===== src/rtl/csi2tx_sensor_fifo_writer_pkg.sv =====
// Shared definitions for the CSI-2 TX sensor FIFO writer: FSM encoding and
// FIFO word geometry.
package csi2tx_sensor_fifo_writer_pkg;

  localparam int unsigned BytesPerWord = 4;
  localparam int unsigned FifoDataW    = 32;
  localparam int unsigned ByteIdxW     = $clog2(BytesPerWord);

  typedef enum logic [1:0] {
    StIdle  = 2'd0,
    StFrame = 2'd1,
    StLine  = 2'd2,
    StEol   = 2'd3
  } state_e;

endpackage


===== src/rtl/csi2tx_sensor_fifo_writer_if.sv =====
// Sensor byte stream plus FIFO controller write port. The writer is the slave
// of the sensor stream and drives the FIFO write side.
interface csi2tx_sensor_fifo_writer_if;
  import csi2tx_sensor_fifo_writer_pkg::*;

  logic                 pix_vld;
  logic [7:0]           pix_data;
  logic                 pix_last;
  logic                 pix_rdy;
  logic                 almost_full;
  logic                 fifo_full_wr_dm;
  logic                 wr_en;
  logic [FifoDataW-1:0] wr_data;

  modport master (
    output pix_vld, pix_data, pix_last, almost_full, fifo_full_wr_dm,
    input  pix_rdy, wr_en, wr_data
  );

  modport slave (
    input  pix_vld, pix_data, pix_last, almost_full, fifo_full_wr_dm,
    output pix_rdy, wr_en, wr_data
  );

endinterface


===== src/rtl/csi2tx_sensor_fifo_writer_byte_packer.sv =====
// Little-endian byte-to-word packer: collects accepted bytes into lanes and
// flags a complete word on lane 3, on the line's last byte, or on a flush.
module csi2tx_sensor_fifo_writer_byte_packer
  import csi2tx_sensor_fifo_writer_pkg::*;
#(
  parameter logic [7:0] PadByte = 8'h00
) (
  input  logic                 clk_wr,
  input  logic                 rst_wr_n,
  input  logic                 clr,
  input  logic                 byte_vld,
  input  logic [7:0]           byte_data,
  input  logic                 byte_last,
  input  logic                 flush,
  output logic                 word_cmplt,
  output logic [FifoDataW-1:0] word_data
);

  logic [BytesPerWord-1:0][7:0] lane_q, lane_d;
  logic [ByteIdxW-1:0]          idx_q, idx_d;
  logic                         last_eff;

  always_comb begin
    last_eff   = byte_last | flush;
    // A flush with no byte this cycle only emits a word if lanes are occupied.
    word_cmplt = byte_vld ? ((idx_q == ByteIdxW'(BytesPerWord - 1)) || last_eff)
                          : (flush && (idx_q != '0));
    word_data  = '0;
    for (int i = 0; i < BytesPerWord; i++) begin
      if (byte_vld && (idx_q == ByteIdxW'(i))) begin
        word_data[8*i +: 8] = byte_data;
      end else if (ByteIdxW'(i) < idx_q) begin
        word_data[8*i +: 8] = lane_q[i];
      end else begin
        word_data[8*i +: 8] = PadByte;
      end
    end
  end

  always_comb begin
    lane_d = lane_q;
    idx_d  = idx_q;
    if (byte_vld) begin
      lane_d[idx_q] = byte_data;
      idx_d         = word_cmplt ? '0 : idx_q + ByteIdxW'(1);
    end else if (flush) begin
      idx_d = '0;
    end
  end

  always_ff @(posedge clk_wr or negedge rst_wr_n) begin
    if (!rst_wr_n) begin
      lane_q <= '0;
      idx_q  <= '0;
    end else if (clr) begin
      lane_q <= '0;
      idx_q  <= '0;
    end else begin
      lane_q <= lane_d;
      idx_q  <= idx_d;
    end
  end

endmodule


===== src/rtl/csi2tx_sensor_fifo_writer.sv =====
// CSI-2 TX sensor FIFO writer: frame/line FSM, backpressure, line byte count and
// error flags. CSI2TX_SENSOR_WR_DROP_CNT_EN adds a saturating dropped-word count.
module csi2tx_sensor_fifo_writer
  import csi2tx_sensor_fifo_writer_pkg::*;
#(
  parameter int unsigned WC_W     = 16,
  parameter logic [7:0]  PAD_BYTE = 8'h00
) (
  input  logic                          clk_wr,
  input  logic                          rst_wr_n,
  input  logic                          tinit_start_csi_clk,
  input  logic                          frame_start,
  input  logic                          frame_end,
  csi2tx_sensor_fifo_writer_if.slave    bus,
  output logic                          line_wc_vld,
  output logic [WC_W-1:0]               line_wc,
  output logic                          ovf_err,
  output logic                          trunc_err
`ifdef CSI2TX_SENSOR_WR_DROP_CNT_EN
  ,
  output logic [15:0]                   drop_cnt
`endif
);

  state_e               state_q, state_d;
  logic                 clr;
  logic                 line_busy, pix_rdy, accept, eol_acc, trunc, combo;
  logic                 word_cmplt;
  logic [FifoDataW-1:0] word_data;
  logic                 wr_vld_q;
  logic [FifoDataW-1:0] wr_data_q;
  logic [WC_W-1:0]      cnt_q, cnt_d, cnt_inc, line_wc_q, line_wc_d;
  logic                 line_wc_vld_q, ovf_q, trunc_q;
  logic                 err_clr, ovf_set;

  assign clr = ~tinit_start_csi_clk;

  always_ff @(posedge clk_wr or negedge rst_wr_n) begin
    if (!rst_wr_n) begin
      state_q <= StIdle;
    end else if (clr) begin
      state_q <= StIdle;
    end else begin
      state_q <= state_d;
    end
  end

  always_comb begin
    state_d = state_q;
    case (state_q)
      StIdle: if (frame_start) state_d = StFrame;
      StFrame, StLine: begin
        if (eol_acc) begin
          state_d = frame_end ? StIdle : StEol;
        end else if (frame_end) begin
          state_d = StIdle;
        end else if (accept) begin
          state_d = StLine;
        end
      end
      StEol:   state_d = frame_end ? StIdle : StFrame;
      default: state_d = StIdle;
    endcase
  end

  always_comb begin
    line_busy = (state_q == StFrame) || (state_q == StLine);
    pix_rdy   = line_busy && !bus.almost_full && !bus.fifo_full_wr_dm;
    accept    = bus.pix_vld && pix_rdy;
    eol_acc   = accept && bus.pix_last;
    // Mid-line means at least one byte of the current line has been taken.
    trunc     = line_busy && frame_end && !eol_acc && ((state_q == StLine) || accept);
    combo     = eol_acc && frame_end;
  end

  csi2tx_sensor_fifo_writer_byte_packer #(
    .PadByte (PAD_BYTE)
  ) u_packer (
    .clk_wr     (clk_wr),
    .rst_wr_n   (rst_wr_n),
    .clr        (clr),
    .byte_vld   (accept),
    .byte_data  (bus.pix_data),
    .byte_last  (bus.pix_last),
    .flush      (trunc),
    .word_cmplt (word_cmplt),
    .word_data  (word_data)
  );

  assign cnt_inc = (cnt_q == '1) ? cnt_q : cnt_q + WC_W'(1);
  assign err_clr = (state_q == StIdle) && frame_start;
  assign ovf_set = wr_vld_q && bus.fifo_full_wr_dm;

  always_comb begin
    cnt_d = cnt_q;
    if ((state_d == StFrame) && (state_q != StFrame)) begin
      cnt_d = '0;
    end else if (accept) begin
      cnt_d = cnt_inc;
    end
    line_wc_d = line_wc_q;
    if (state_q == StEol) begin
      line_wc_d = cnt_q;
    end else if (combo) begin
      line_wc_d = cnt_inc;
    end
  end

  always_ff @(posedge clk_wr or negedge rst_wr_n) begin
    if (!rst_wr_n) begin
      cnt_q         <= '0;
      line_wc_q     <= '0;
      line_wc_vld_q <= 1'b0;
      wr_vld_q      <= 1'b0;
      wr_data_q     <= '0;
      ovf_q         <= 1'b0;
      trunc_q       <= 1'b0;
    end else if (clr) begin
      cnt_q         <= '0;
      line_wc_q     <= '0;
      line_wc_vld_q <= 1'b0;
      wr_vld_q      <= 1'b0;
      wr_data_q     <= '0;
      ovf_q         <= 1'b0;
      trunc_q       <= 1'b0;
    end else begin
      cnt_q         <= cnt_d;
      line_wc_q     <= line_wc_d;
      line_wc_vld_q <= (state_q == StEol) || combo;
      wr_vld_q      <= word_cmplt;
      if (word_cmplt) wr_data_q <= word_data;
      ovf_q         <= (ovf_q & ~err_clr) | ovf_set;
      trunc_q       <= (trunc_q & ~err_clr) | trunc;
    end
  end

`ifdef CSI2TX_SENSOR_WR_DROP_CNT_EN
  logic [15:0] drop_cnt_q, drop_cnt_d;

  always_comb begin
    drop_cnt_d = err_clr ? '0 : drop_cnt_q;
    if (ovf_set && (drop_cnt_d != '1)) drop_cnt_d = drop_cnt_d + 16'd1;
  end

  always_ff @(posedge clk_wr or negedge rst_wr_n) begin
    if (!rst_wr_n) begin
      drop_cnt_q <= '0;
    end else if (clr) begin
      drop_cnt_q <= '0;
    end else begin
      drop_cnt_q <= drop_cnt_d;
    end
  end

  assign drop_cnt = drop_cnt_q;
`endif

  // The full check happens on the write cycle itself, so the strobe is gated here.
  assign bus.wr_en   = wr_vld_q & ~bus.fifo_full_wr_dm;
  assign bus.wr_data = wr_data_q;
  assign bus.pix_rdy = pix_rdy;
  assign line_wc_vld = line_wc_vld_q;
  assign line_wc     = line_wc_q;
  assign ovf_err     = ovf_q;
  assign trunc_err   = trunc_q;

endmodule


===== src/flat_wrapper.sv =====
// flat-port wrapper written by rule: the top's interface ports become plain ports
module csi2tx_sensor_fifo_writer_flat import csi2tx_sensor_fifo_writer_pkg::*;
#(
  parameter int unsigned WC_W     = 16,
  parameter logic [7:0]  PAD_BYTE = 8'h00
)
  (clk_wr, rst_wr_n, tinit_start_csi_clk, frame_start, frame_end, line_wc_vld, line_wc, ovf_err, trunc_err, bus_pix_vld, bus_pix_data, bus_pix_last, bus_almost_full, bus_fifo_full_wr_dm, bus_pix_rdy, bus_wr_en, bus_wr_data);
  csi2tx_sensor_fifo_writer_if bus_i ();
  input  logic clk_wr;
  input  logic rst_wr_n;
  input  logic tinit_start_csi_clk;
  input  logic frame_start;
  input  logic frame_end;
  output logic line_wc_vld;
  output logic [WC_W-1:0] line_wc;
  output logic ovf_err;
  output logic trunc_err;
  input wire logic [$bits(bus_i.pix_vld)-1:0] bus_pix_vld;
  input wire logic [$bits(bus_i.pix_data)-1:0] bus_pix_data;
  input wire logic [$bits(bus_i.pix_last)-1:0] bus_pix_last;
  input wire logic [$bits(bus_i.almost_full)-1:0] bus_almost_full;
  input wire logic [$bits(bus_i.fifo_full_wr_dm)-1:0] bus_fifo_full_wr_dm;
  output wire logic [$bits(bus_i.pix_rdy)-1:0] bus_pix_rdy;
  output wire logic [$bits(bus_i.wr_en)-1:0] bus_wr_en;
  output wire logic [$bits(bus_i.wr_data)-1:0] bus_wr_data;
  assign bus_i.pix_vld = bus_pix_vld;
  assign bus_i.pix_data = bus_pix_data;
  assign bus_i.pix_last = bus_pix_last;
  assign bus_i.almost_full = bus_almost_full;
  assign bus_i.fifo_full_wr_dm = bus_fifo_full_wr_dm;
  assign bus_pix_rdy = bus_i.pix_rdy;
  assign bus_wr_en = bus_i.wr_en;
  assign bus_wr_data = bus_i.wr_data;
  csi2tx_sensor_fifo_writer #(.WC_W(WC_W), .PAD_BYTE(PAD_BYTE)) u_core (.clk_wr(clk_wr), .rst_wr_n(rst_wr_n), .tinit_start_csi_clk(tinit_start_csi_clk), .frame_start(frame_start), .frame_end(frame_end), .bus(bus_i), .line_wc_vld(line_wc_vld), .line_wc(line_wc), .ovf_err(ovf_err), .trunc_err(trunc_err));
endmodule

===== config.mk =====
export PLATFORM = sky130hd
export DESIGN_NAME = csi2tx_sensor_fifo_writer_flat
export DESIGN_NICKNAME = d
export VERILOG_FILES = /design/src/rtl/csi2tx_sensor_fifo_writer_pkg.sv /design/src/rtl/csi2tx_sensor_fifo_writer_if.sv /design/src/rtl/csi2tx_sensor_fifo_writer_byte_packer.sv /design/src/rtl/csi2tx_sensor_fifo_writer.sv /design/src/flat_wrapper.sv
export SDC_FILE = /design/constraint.sdc
export NUM_CORES = 1
export LEC_CHECK = 0
export CAP_MARGIN = 5
export CORE_AREA = 3 3 112 114
export CTS_BUF_LIST = sky130_fd_sc_hd__clkbuf_16
export DETAILED_ROUTE_END_ITERATION = 8
export DIE_AREA = 0 0 115 117
export PLACE_DENSITY = 0.66
export SYNTH_ARGS = -nofsm -noshare
export SYNTH_HDL_FRONTEND = slang
export SYNTH_HIERARCHICAL = 1
export SYNTH_SLANG_ARGS = --single-unit

===== constraint.sdc =====
create_clock -name clk_wr -period 7.1 [get_ports clk_wr]
set_clock_uncertainty 0.15 [all_clocks]
set_input_delay 1.42 -clock clk_wr [delete_from_list [all_inputs] [get_ports clk_wr]]
set_output_delay 1.42 -clock clk_wr [all_outputs]
set_load 0.05 [all_outputs]

# Word-level counts from Yosys, hierarchy flattened
# Cells that the tools add are included.
dict set report op_classes {
  addsub 2
  mul 0
  div 0
  magnitude_cmp 6
  n_eq_ne 14
  shift 0
  mux 39
  bitwise_logic 8
  reduce_logical 28
}
# cell count
set ops {}
lappend ops {{$mux 32} 4}
lappend ops {{$mux 16} 7}
lappend ops {{$mux 8} 9}
lappend ops {{$bwmux 32} 1}
lappend ops {{$mux 2} 10}
lappend ops {{$logic_and 1x1->1} 17}
lappend ops {{$add 16x1->16 const B} 1}
lappend ops {{$demux 8 s2} 1}
lappend ops {{$eq 16x16->1 const B} 1}
lappend ops {{$ne 3x1->1 const B} 3}
lappend ops {{$eq 2x2->1 const B} 4}
lappend ops {{$eq 2x1->1 const B} 3}
lappend ops {{$mux 1} 6}
lappend ops {{$ne 2x1->1 const B} 3}
lappend ops {{$pmux 2 s3} 1}
lappend ops {{$logic_not 2->1} 2}
lappend ops {{$logic_or 1x1->1} 4}
lappend ops {{$lt 1x2->1 const A} 2}
lappend ops {{$lt 2x2->1 const A} 2}
lappend ops {{$and 1x1->1} 3}
lappend ops {{$logic_not 1->1} 3}
lappend ops {{$lt 2x3->1 const B} 1}
lappend ops {{$or 1x1->1} 3}
lappend ops {{$add 2x1->2 const B} 1}
lappend ops {{4 further kinds} 5}
dict set report word_totals {
  register_bits 104
  latchBits 0
  ram_bits 0
  mem_bits_ro 0
  in_bits 17
  wordCells 110
  n_memories 0
}

# Depth between registers and ports, before layout
dict set report logic_depth {
  ltp_word 15
  mapped_depth 12
  depth_no_buf 8
}

# Cells and area by module
# The synthesis kept the hierarchy.
# module n_inst cells_each area_per_inst_um2 seq_area_each_um2
set modules_own_cells {}
lappend modules_own_cells {csi2tx_sensor_fifo_writer 1 337 3548.4 1751.7}
lappend modules_own_cells {csi2tx_sensor_fifo_writer_byte_packer 1 178 1647.8 650.6}

# Least setup slack after synthesis
# Ideal clock, no wire load.
dict set report synth_timing {
  kind {input port to output port}
  start {input bus_fifo_full_wr_dm}
  end {output bus_wr_en}
  arrival_ns 2.109
  t_required_ns 5.530
  path_slack_ns 3.421
  stages 1
  cell_sequence {nor2b_1}
}
dict set report synth_via {
  elab_chain_len 2
}
# item line
set synth_lines {}
lappend synth_lines {{start, declared} flat_wrapper.sv:22} ;# input wire logic [$bits(bus_i.fifo_full_wr_dm)-1:0] bus_fifo_full_wr_dm;
lappend synth_lines {{$not 1->1} csi2tx_sensor_fifo_writer.sv:159} ;# assign bus.wr_en = wr_vld_q & ~bus.fifo_full_wr_dm;
lappend synth_lines {{$and 1x1->1} csi2tx_sensor_fifo_writer.sv:159}
lappend synth_lines {{end, declared} flat_wrapper.sv:24} ;# output wire logic [$bits(bus_i.wr_en)-1:0] bus_wr_en;
# No other way between the ends.

# Final worst setup path
dict set report layout_timing {
  start {input bus_fifo_full_wr_dm}
  end {output bus_pix_rdy}
}
dict set report layout_via {
  elab_chain_len 2
}
# item line
set layout_lines {}
lappend layout_lines {{$logic_not 1->1} csi2tx_sensor_fifo_writer.sv:68} ;# pix_rdy = line_busy && !bus.almost_full && !bus.fifo_full_wr_dm;
lappend layout_lines {{$logic_and 1x1->1} csi2tx_sensor_fifo_writer.sv:68}
lappend layout_lines {{end, declared} flat_wrapper.sv:23} ;# output wire logic [$bits(bus_i.pix_rdy)-1:0] bus_pix_rdy;
# No other way between the ends.

==> metrics.json <==
{
  "timing.setup.critical_path_class": "input port to output pin",
  "mappedNetlistNets": 542,
  "synth_common_cells": "sky130_fd_sc_hd__dfrtp_1, sky130_fd_sc_hd__nor2_1, sky130_fd_sc_hd__mux2i_1",
  "post-dp-hpwl_microns": 7810,
  "hold_viol_final": 0,
  "die_w_microns": 115,
  "cap_violations": 0,
  "start_kind": "input port",
  "grt_start_max_net_pins": 73,
  "tightestPinTransition_ns": 1.15,
  "fillCellCount": 1015,
  "cts.clk_slew.worst_paths_ns": 0.06,
  "netlist_area_before_placement_sq_um": 5200,
  "worst_setup_path_end_kind": "output pin",
  "relative_slew_slack_pct": 23.1,
  "whs_ns": 0.329,
  "synthDominantAreaCellType": "sky130_fd_sc_hd__dfrtp_1",
  "drt_drc_violations_left": 0,
  "synth_enable_flop_cells": 0,
  "first_pass_iters": 4,
  "tritoncts": "yes",
  "synth.ff_latch_count": 96,
  "vdd.ir_drop.worst_mv": 0.0984,
  "top_layer": "met4",
  "syn-instance-count": 515,
  "vias_per_cell": 5.52,
  "clock_tree.buffer_depth": 2,
  "htree_levels": 3,
  "ys_warn_count": 6,
  "antenna_cells": 0,
  "design.portCount": 70,
  "met3_length_microns": 500,
  "seq_area_frac_synth_pct": 46.2,
  "layout-drive-gt1-share_pct": 12.4,
  "timing.final.ws_setup_ns": 2.49,
  "leading_cell_types_by_total_area_after_synthesis": "sky130_fd_sc_hd__dfrtp_1, sky130_fd_sc_hd__mux2i_1, sky130_fd_sc_hd__a21bo_2, sky130_fd_sc_hd__nor2_1, sky130_fd_sc_hd__a21oi_1",
  "placeable_core_region_sq_um": 11500,
  "layout-area-overhead-vs-synth_pct": 18.3,
  "setup_tns_ns": 0,
  "chipHeight_microns": 117,
  "cp_cell_sequence": "clkdlybuf4s50_1 -> nor2_1 -> and2_1 -> clkdlybuf4s50_1",
  "detail_route.wl_per_cell_microns": 16.9,
  "netlist.area_leader.share_pct": 46.2,
  "cts_sinks": 96,
  "internal_reg_to_reg_setup_slack_ns": 3.32,
  "final-setup-viol-count": 0,
  "critPathRequiredTime_ns": 5.53,
  "synthArstFlopShare_pct": 100,
  "preCtsSetupSlack_ns": 2.24,
  "ys_dominant_reg_cell": "sky130_fd_sc_hd__dfrtp_1",
  "postRouteWirelength_microns": 11900,
  "synth.lib_cells_used.distinct": 54,
  "m1WireLength_microns": 6070,
  "path_buf_inv": 2,
  "outcome": "complete, no violations",
  "floorplan.initialDensity_pct": 45.1,
  "critical_path_arrival_ns": 3.04,
  "portBuffers": 69,
  "die-area_sq_um": 13500,
  "finish.net_count": 585,
  "rsz0062_at_grt": "no",
  "post-route-period-util_pct": 64.9,
  "std_cell_rows": 39,
  "globalRouteOverflowTotal": 0,
  "seqCellArea_sq_um": 2400,
  "cts_root_cell": "sky130_fd_sc_hd__clkbuf_16",
  "drtAntennaViolNets": 0,
  "cts_made_buffers": 9,
  "worstSkewPairLatency_ns": 0.34,
  "multi_input_comb_area_sq_um": 2510,
  "max_stage_delay_ns": 0.80,
  "first_global_vias": 3898,
  "utilization_pct": 53.4,
  "drv_slew": 0,
  "post_synth.cell_area_avg_sq_um": 10.1,
  "first_iter_violations": 294,
  "gr-usage-all-layers_pct": 19.0,
  "critPathSlowestCell": "sky130_fd_sc_hd__clkdlybuf4s50_1",
  "grt_first_pass_wirelength_microns": 20200,
  "p_leak_uw": 0.00247,
  "p_per_area_nw_per_um2": 172,
  "antenna_violations_before_repair": 0,
  "timing.critical_path.mode_cell": "sky130_fd_sc_hd__clkdlybuf4s50_1",
  "path_delay_family": "buffers and inverters",
  "cp_max_fanout": 4,
  "hold_path_class": "flop to flop",
  "via_count": 3896,
  "cts-resized-gates": 0,
  "clock.fmax_ghz": 0.217,
  "cts-hold-fix-buffers": 0,
  "gpl.final_weighted_congestion": 0.942,
  "routed-wl-met2_microns": 5160,
  "cts_setup_buffers": 0,
  "post-synth-top-count-cell": "sky130_fd_sc_hd__dfrtp_1",
  "min_period_ns": 4.61
}
-- through the flow --
stage	instances	power, uW	instance area, sq um
after CTS	706	1070	6150
after global routing	706	1100	6150
final	706	1060	6150
after floorplan	515	585	5200
after detailed placement	690	619	5870
after global placement	690	618	5870
-- sequential cells by signal, summed over array words and instances (netlist names) --
| name | count |
|---|---|
| u_core/bus.wr_data | 32 |
| u_core/u_packer/lane_q | 24 |
| u_core/cnt_q | 16 |
| u_core/line_wc | 16 |
| u_core/state_q | 2 |
| u_core/u_packer/idx_q | 2 |
| u_core/line_wc_vld | 1 |
| u_core/ovf_err | 1 |
| u_core/trunc_err | 1 |
| u_core/wr_vld_q | 1 |
-- tightest hold or removal path: stages, from the launching register on --
cell,delay (ns)
sky130_fd_sc_hd__dfrtp_1,0.34
sky130_fd_sc_hd__nand2_1,0.04
sky130_fd_sc_hd__o21ai_0,0.06
-- cell type report --
cell class / instances / area share (%)
Inverter: 17 / 1.04
Clock buffer: 9 / 3.66
Tap cell: 143 / 2.91
Sequential cell: 96 / 39.1
Timing Repair Buffer: 73 / 11.7
Multi-Input combinational cell: 361 / 40.8
Clock inverter: 7 / 0.774
-- report_power, final --
| group | internal [uW] | total, uW | switching [uW] |
|---|---|---|---|
| clock network | 238 | 447 | 210 |
| logic | 16.4 | 59.1 | 42.6 |
| registers | 548 | 549 | 1.35 |
-- logic make-up after synthesis --
family	count (synthesis)	share of synthesized area, %
adders and majority gates	10	2.41
AOI/OAI and AO/OA	113	15.6
xor gates and xnor gates	21	3.54
and+or+nand+nor	178	19.0
buffers and inverters	58	5.68
muxes	39	7.51
DFF	96	46.2
-- path summary, 6_finish.rpt --
kind                                startpoint                endpoint  cells past startpoint
min                         u_core/line_wc[14]      u_core/line_wc[14]                      2
max                        bus_fifo_full_wr_dm             bus_pix_rdy                      4
max reg2reg                  u_core/state_q[0]  u_core/bus.wr_data[26]                     10
min in group asynchronous             rst_wr_n       u_core/line_wc[3]                      1
min reg2reg                 u_core/line_wc[14]      u_core/line_wc[14]                      2
max in group asynchronous             rst_wr_n         u_core/cnt_q[8]                      2
-- metal layers --
metal | GRT usage (%) | vias up
met5 | 0 | -
met4 | 5.40 | 0
met3 | 4.27 | 18
met2 | 27.8 | 89
met1 | 28.2 | 1901
li1 | - | 1888
-- cell usage in the layout, fill, tap and decap left out, types with 3 or more instances in the layout --
cell type	n
sky130_fd_sc_hd__clkbuf_16	9
sky130_fd_sc_hd__xnor2_1	15
sky130_fd_sc_hd__nand4_1	7
sky130_fd_sc_hd__xor2_1	6
sky130_fd_sc_hd__nand3_1	29
sky130_fd_sc_hd__dfrtp_1	96
sky130_fd_sc_hd__nor3_2	8
sky130_fd_sc_hd__mux2i_1	39
sky130_fd_sc_hd__and3_1	11
sky130_fd_sc_hd__nor2_1	51
sky130_fd_sc_hd__a21oi_1	31
sky130_fd_sc_hd__nor3_1	8
sky130_fd_sc_hd__and2_1	3
sky130_fd_sc_hd__o21ai_1	6
sky130_fd_sc_hd__clkinv_4	3
sky130_fd_sc_hd__nand2_1	32
sky130_fd_sc_hd__and4_1	5
sky130_fd_sc_hd__a21bo_2	24
sky130_fd_sc_hd__inv_1	15
sky130_fd_sc_hd__ha_1	10
sky130_fd_sc_hd__buf_4	5
sky130_fd_sc_hd__nand2b_1	4
sky130_fd_sc_hd__clkdlybuf4s50_1	68
sky130_fd_sc_hd__a22o_1	17
sky130_fd_sc_hd__o21ai_0	21
Note: power is estimated with default switching activity, not from simulation.
